## src/rtl/keypad_pkg.sv

```systemverilog
// rtl/keypad_pkg.sv - shared types, column drive table and key map for the keypad scanner
package keypad_pkg;

  typedef enum logic [1:0] {
    SCAN     = 2'd0,
    PRESS_DB = 2'd1,
    REL_WAIT = 2'd2
  } state_e;

  localparam logic [3:0] COL_DRIVE [4] = '{4'b1110, 4'b1101, 4'b1011, 4'b0111};

  function automatic logic [3:0] keycode(input logic [1:0] row, input logic [1:0] col);
    logic [3:0] code;
    case ({row, col})
      4'b00_00: code = 4'h1;
      4'b00_01: code = 4'h2;
      4'b00_10: code = 4'h3;
      4'b00_11: code = 4'hA;
      4'b01_00: code = 4'h4;
      4'b01_01: code = 4'h5;
      4'b01_10: code = 4'h6;
      4'b01_11: code = 4'hB;
      4'b10_00: code = 4'h7;
      4'b10_01: code = 4'h8;
      4'b10_10: code = 4'h9;
      4'b10_11: code = 4'hC;
      4'b11_00: code = 4'hE;
      4'b11_01: code = 4'h0;
      4'b11_10: code = 4'hF;
      default:  code = 4'hD;
    endcase
    return code;
  endfunction

  // Lowest-index active-low row wins when several rows are pulled low together.
  function automatic logic [1:0] first_low(input logic [3:0] rows);
    logic [1:0] idx;
    if (!rows[0])      idx = 2'd0;
    else if (!rows[1]) idx = 2'd1;
    else if (!rows[2]) idx = 2'd2;
    else               idx = 2'd3;
    return idx;
  endfunction

endpackage

```

## src/rtl/keypad_sync.sv

```systemverilog
// rtl/keypad_sync.sv - 4-bit two-flop synchroniser, resets to idle (all rows high)
module keypad_sync (
  input  logic       clk_i,
  input  logic       reset_i,
  input  logic [3:0] rows_i,
  output logic [3:0] rows_o
);

  logic [3:0] meta_q;
  logic [3:0] sync_q;

  always_ff @(posedge clk_i or posedge reset_i) begin
    if (reset_i) begin
      meta_q <= 4'b1111;
      sync_q <= 4'b1111;
    end else begin
      meta_q <= rows_i;
      sync_q <= meta_q;
    end
  end

  assign rows_o = sync_q;

endmodule

```

## src/rtl/keypad_scanner.sv

```systemverilog
// rtl/keypad_scanner.sv - 4x4 keypad scan/debounce front end; KEYPAD_DECIMAL_FILTER_EN suppresses A-F strobes
module keypad_scanner #(
  parameter int SCAN_DIV        = 1000,
  parameter int DEBOUNCE_CYCLES = 250000
) (
  input  logic       clk,
  input  logic       reset,
  input  logic [3:0] row_in,
  output logic [3:0] col_out,
  output logic [3:0] user_digit,
  output logic       user_latch,
  output logic       key_held
);

  import keypad_pkg::*;

  localparam int DIV_W = (SCAN_DIV > 1) ? $clog2(SCAN_DIV) : 1;
  localparam int DB_W  = (DEBOUNCE_CYCLES > 1) ? $clog2(DEBOUNCE_CYCLES) : 1;
  localparam logic [DIV_W-1:0] DIV_LAST = DIV_W'(SCAN_DIV - 1);
  localparam logic [DB_W-1:0]  DB_LAST  = DB_W'(DEBOUNCE_CYCLES - 1);

  state_e           state_q, state_d;
  logic [1:0]       col_q, col_d;
  logic [1:0]       row_q, row_d;
  logic [DIV_W-1:0] div_q, div_d;
  logic [DB_W-1:0]  db_q, db_d;
  logic [3:0]       digit_q, digit_d;
  logic             latch_q, latch_d;
  logic             held_q, held_d;

  logic [3:0] rs;
  logic       row_bit;
  logic [3:0] key_code;

  keypad_sync u_sync (
    .clk_i   (clk),
    .reset_i (reset),
    .rows_i  (row_in),
    .rows_o  (rs)
  );

  assign row_bit  = rs[row_q];
  assign key_code = keycode(row_q, col_q);

  always_comb begin
    state_d = state_q;
    col_d   = col_q;
    row_d   = row_q;
    div_d   = div_q;
    db_d    = db_q;
    digit_d = digit_q;
    latch_d = 1'b0;
    held_d  = held_q;

    case (state_q)
      SCAN: begin
        if (div_q == DIV_LAST) begin
          div_d = '0;
          if (&rs) begin
            col_d = col_q + 2'd1;
          end else begin
            row_d   = first_low(rs);
            db_d    = '0;
            state_d = PRESS_DB;
          end
        end else begin
          div_d = div_q + 1'b1;
        end
      end

      PRESS_DB: begin
        if (row_bit) begin
          col_d   = col_q + 2'd1;
          div_d   = '0;
          state_d = SCAN;
        end else if (db_q == DB_LAST) begin
          db_d    = '0;
          held_d  = 1'b1;
          state_d = REL_WAIT;
`ifdef KEYPAD_DECIMAL_FILTER_EN
          if (key_code <= 4'd9) begin
            digit_d = key_code;
            latch_d = 1'b1;
          end
`else
          digit_d = key_code;
          latch_d = 1'b1;
`endif
        end else begin
          db_d = db_q + 1'b1;
        end
      end

      REL_WAIT: begin
        // Any low sample restarts the release count; only a clean high run counts.
        if (!row_bit) begin
          db_d = '0;
        end else if (db_q == DB_LAST) begin
          db_d    = '0;
          held_d  = 1'b0;
          col_d   = col_q + 2'd1;
          div_d   = '0;
          state_d = SCAN;
        end else begin
          db_d = db_q + 1'b1;
        end
      end

      default: begin
        state_d = SCAN;
        div_d   = '0;
        db_d    = '0;
      end
    endcase
  end

  always_ff @(posedge clk or posedge reset) begin
    if (reset) begin
      state_q <= SCAN;
      col_q   <= 2'd0;
      row_q   <= 2'd0;
      div_q   <= '0;
      db_q    <= '0;
      digit_q <= 4'd0;
      latch_q <= 1'b0;
      held_q  <= 1'b0;
    end else begin
      state_q <= state_d;
      col_q   <= col_d;
      row_q   <= row_d;
      div_q   <= div_d;
      db_q    <= db_d;
      digit_q <= digit_d;
      latch_q <= latch_d;
      held_q  <= held_d;
    end
  end

  assign col_out    = COL_DRIVE[col_q];
  assign user_digit = digit_q;
  assign user_latch = latch_q;
  assign key_held   = held_q;

endmodule

```

## config.mk

```make
export PLATFORM = sky130hd
export DESIGN_NAME = keypad_scanner
export DESIGN_NICKNAME = d
export VERILOG_FILES = /design/src/rtl/keypad_pkg.sv /design/src/rtl/keypad_sync.sv /design/src/rtl/keypad_scanner.sv
export SDC_FILE = /design/constraint.sdc
export NUM_CORES = 1
export LEC_CHECK = 0
export CAP_MARGIN = 10
export CORE_UTILIZATION = 62
export DETAILED_ROUTE_END_ITERATION = 10
export HOLD_SLACK_MARGIN = 0.08
export PLACE_DENSITY = 0.83
export SYNTH_ARGS = -nofsm -noshare
export SYNTH_HDL_FRONTEND = slang
export SYNTH_SLANG_ARGS = --single-unit
```

## constraint.sdc

```tcl
create_clock -name clk -period 4.3 [get_ports clk]
set_input_delay 0.645 -clock clk [delete_from_list [all_inputs] [get_ports clk]]
set_output_delay 0.645 -clock clk [all_outputs]
set_load 0.01 [all_outputs]
```

==> metrics.md <==
| Metric | Value |
|---|---|
| Status | finished, final reports clean |
| Clock Skews | 0.01176 ns |
| Clock Sinks | 48 |
| Num ports | 16 |
| RSZ-0062 raised after global routing | no |
| Synth top area cells | dfrtp_1 37%, dfstp_2 7.7%, ha_1 5.1%, nand2_1 3.9%, o21ai_0 3.3% |
| Antenna diodes | 0 |
| GR Overflow Total | 0 |
| Layout cells sized above 1 | 10.88% |
| Vias/cell | 6.287 |
| CP Cell Sequence | mux4_2 -> nand2_1 -> nand2_1 -> nor2_2 -> a22o_1 |
| Register bit total from synthesis | 48 |
| First DRT Iteration DRCs | 139 |
| Initial Util | 66.04% |
| TritonCTS Buffers | 5 |
| Net Sw Frac | 20.48% |
| Cts hold-fix bufs | 0 |
| Critical Path AT | 2.76 ns |
| Crit Path Max Fanout | 14 |
| Placed wire-length estimate | 3627 um |
| Seq pwr share | 57.5% |
| Max Clk Rate | 0.3970 GHz |
| Commonest non-fill, non-tap cell in the layout | dfrtp_1 |
| Clock Pin Slew Worst Setup and Hold Paths | 0.09 ns |
| Tot Pwr | 799.8 uW |
| Crit share post-route | 58.58% |
| Placed cell count | 327 |
| CTS Buffer Depth | 2 |
| Mapped cell area | 0.002718 mm2 |
| Endpoint required time on the critical path | 4.54 ns |
| Seq/Total Area, Yosys | 44.57% |
| Async SR Flop Fraction | 100.0% |
| Internal cell power | 635.9 uW |
| Synth Instances | 274 |
| Filler cell count | 305 |
| Area leader, netlist | dfrtp_1 |
| Startpoint types | register |
| Post-DRT Antenna Nets | 0 |
| Setup-failing EPs final | 0 |
| Clock Power Share | 40.5% |
| Fin. max-slew vios | 0 |
| Die footprint | 0.004652 mm2 |
| Number of global-route vias before repair | 1,951 |
| Tot GR Track Use | 25.24% |
| Core area | 0.004115 mm2 |
| Final Util | 72.12% |
| Reg area | 0.001211 mm2 |
| Setup TNS | 0 ns |
| Minimum clock period | 2.519 ns |
| Post-synthesis net count | 291 |
| Horiz. Die Dim | 68.21 um |
| Synthesis warning total | 0 |
| Power share of the combinational group | 2.0% |
| Rows | 23 |
| Max_slew headroom | 36.51% |
| Wire length per cell | 15.49 um |
| Slew @ Worst Pin | 0.9509 ns |
| Hold/Removal Path Class | register to register |
| CTS root buffer | clkbuf_8 |
| Setup Buffers After CTS | 0 |
| Max cap viols | 0 |
| Global-route wire length before repair | 8804 um |
| CP Capture Type | register |
| Hold Violations, Final | 0 |
| Number of synthesized flops with an enable pin | 0 |
| CP max stage cell | mux4_2 |
| Max VDD drop | 0.0002321 V |
| Total number of vias | 2,106 |
| Initial antenna violation count | 0 |
| Area grow syn2layout | 9.208% |
| Leak Pwr | 1.242 nW |
| Psw | 163.8 uW |
| Clk Latency, worst-skew pair | 0.30 ns |
| # DRC | 0 |
| Final net count | 301 |
| H-tree Lvls | 2 |
| Post-route insts no fill | 335 |
| Avg Cell Area, Syn | 9.918 um2 |
| First drt pass iteration count | 4 |
| Port bufs | 15 |
| Crit Path Class | register to register |
| Post_cts resized | 0 |
| CTS tree | done |
| Top_reg_cell synth | dfrtp_1 |
| Cell Pwr Density | 269.5 mW/mm2 |
| Commonest non-fill, non-tap cells in the layout | 40 x dfrtp_1, 28 x nand2_1, 20 x nor2_1 |
| Post-synth top area share | 36.83% |
| Largest net degree at the start of global routing | 49 |
| Critical Path Most Common Cell | nand2_1 |
| Netlist cell types | 58 |
| Die H | 68.21 um |
| RD Place Congestion | 0.8331 |
| Area of the multi-input gates | 0.001376 mm2 |
| Crit path largest cell delay | 0.64 ns |
| Drt total wl | 5190 um |
-- state kept, by name (all words and copies together) (netlist names) --
name and cells:
db_q 18, col_q 2, row_q 2, key_held 1
user_latch 1, div_q 10, state_q 2, u_sync.meta_q 4
u_sync.rows_o 4, user_digit 4
-- path summary, 6_finish.rpt --
path / from / to / slack, ns / cells after the start
setup / recovery: row_q[0] / db_q[13] / 1.78 / 5
hold / removal: u_sync.meta_q[0] / u_sync.rows_o[0] / 0.36 / 0
setup reg to reg: row_q[0] / db_q[13] / 1.78 / 5
hold reg to reg: u_sync.meta_q[0] / u_sync.rows_o[0] / 0.36 / 0
max in group asynchronous: reset / db_q[5] / 2.84 / 2
min in group asynchronous: reset / db_q[14] / 0.88 / 2
-- worst max-delay path: cells and delay by family (launching register included) --
kind	cells	cell delay, ns
DFF	1	0.56
AOI/OAI and AO/OA	1	0.23
and+or+nand+nor	3	1.01
muxes	1	0.64
-- cell usage after synthesis, drive strengths merged, types with 4 or more instances --
| cell type | n |
|---|---|
| a21o | 4 |
| ha | 11 |
| inv | 16 |
| mux2 | 4 |
| o2bb2ai | 4 |
| dfstp | 8 |
| buf | 6 |
| nor2 | 21 |
| a21oi | 6 |
| o21ai | 19 |
| and3 | 6 |
| dfrtp | 40 |
| clkbuf | 6 |
| nand4 | 5 |
| o31ai | 6 |
| a22o | 10 |
| mux2i | 4 |
| nand3 | 15 |
| nand2 | 28 |
| nor3 | 10 |
-- stage by stage --
step	hold WS (ns)	area [um2]	setup slack, ns
detailed placement	0.3468	2860	1.879
floorplan	0.3452	2718	2.325
global placement	0.3462	2860	1.922
global route	0.3683	2968	1.680
finish	0.3583	2968	1.781
CTS	0.3594	2968	1.839
-- cell type report --
class,instances,area share (%)
multi-input cells,198,46.37
flip-flops and latches,48,40.81
repair buffers,15,5.059
clock buffers,6,2.445
well taps,50,2.108
inverters,16,2.024
clock inverters,2,1.180
-- power by group through the flow --
stage	combinational (mW)	sequential, mW	clock (mW)
3_5_place_dp	0.0166	0.469	0
2_1_floorplan	0.00908	0.468	0
6_report	0.0156	0.460	0.324
4_1_cts	0.0166	0.460	0.328
3_3_place_gp	0.0161	0.469	0
5_1_grt	0.0184	0.461	0.339
-- kinds of logic (layout without fill, tap and decap cells) --
group           after synthesis  in the layout  synth area share [%]
simple gates                107            107                 20.21
compound gates               69             69                 20.12
flops                        48             48                 44.57
buf+inv                      28             39                 4.788
fa+ha+maj                    11             11                 5.064
mux                          10             10                 4.926
xor+xnor                      1              1                0.3223
-- routing by layer --
| metal | vias up | GRT usage [%] | share of wire (%) |
|---|---|---|---|
| met1 | 991 | 35.98 | 48 |
| met5 | - | 0 | 0 |
| met3 | 12 | 3.167 | 4.9 |
| met2 | 73 | 38.48 | 45 |
| met4 | 0 | 10.42 | 1.6 |
| li1 | 1030 | - | - |
(Power assumes the default switching activity.)
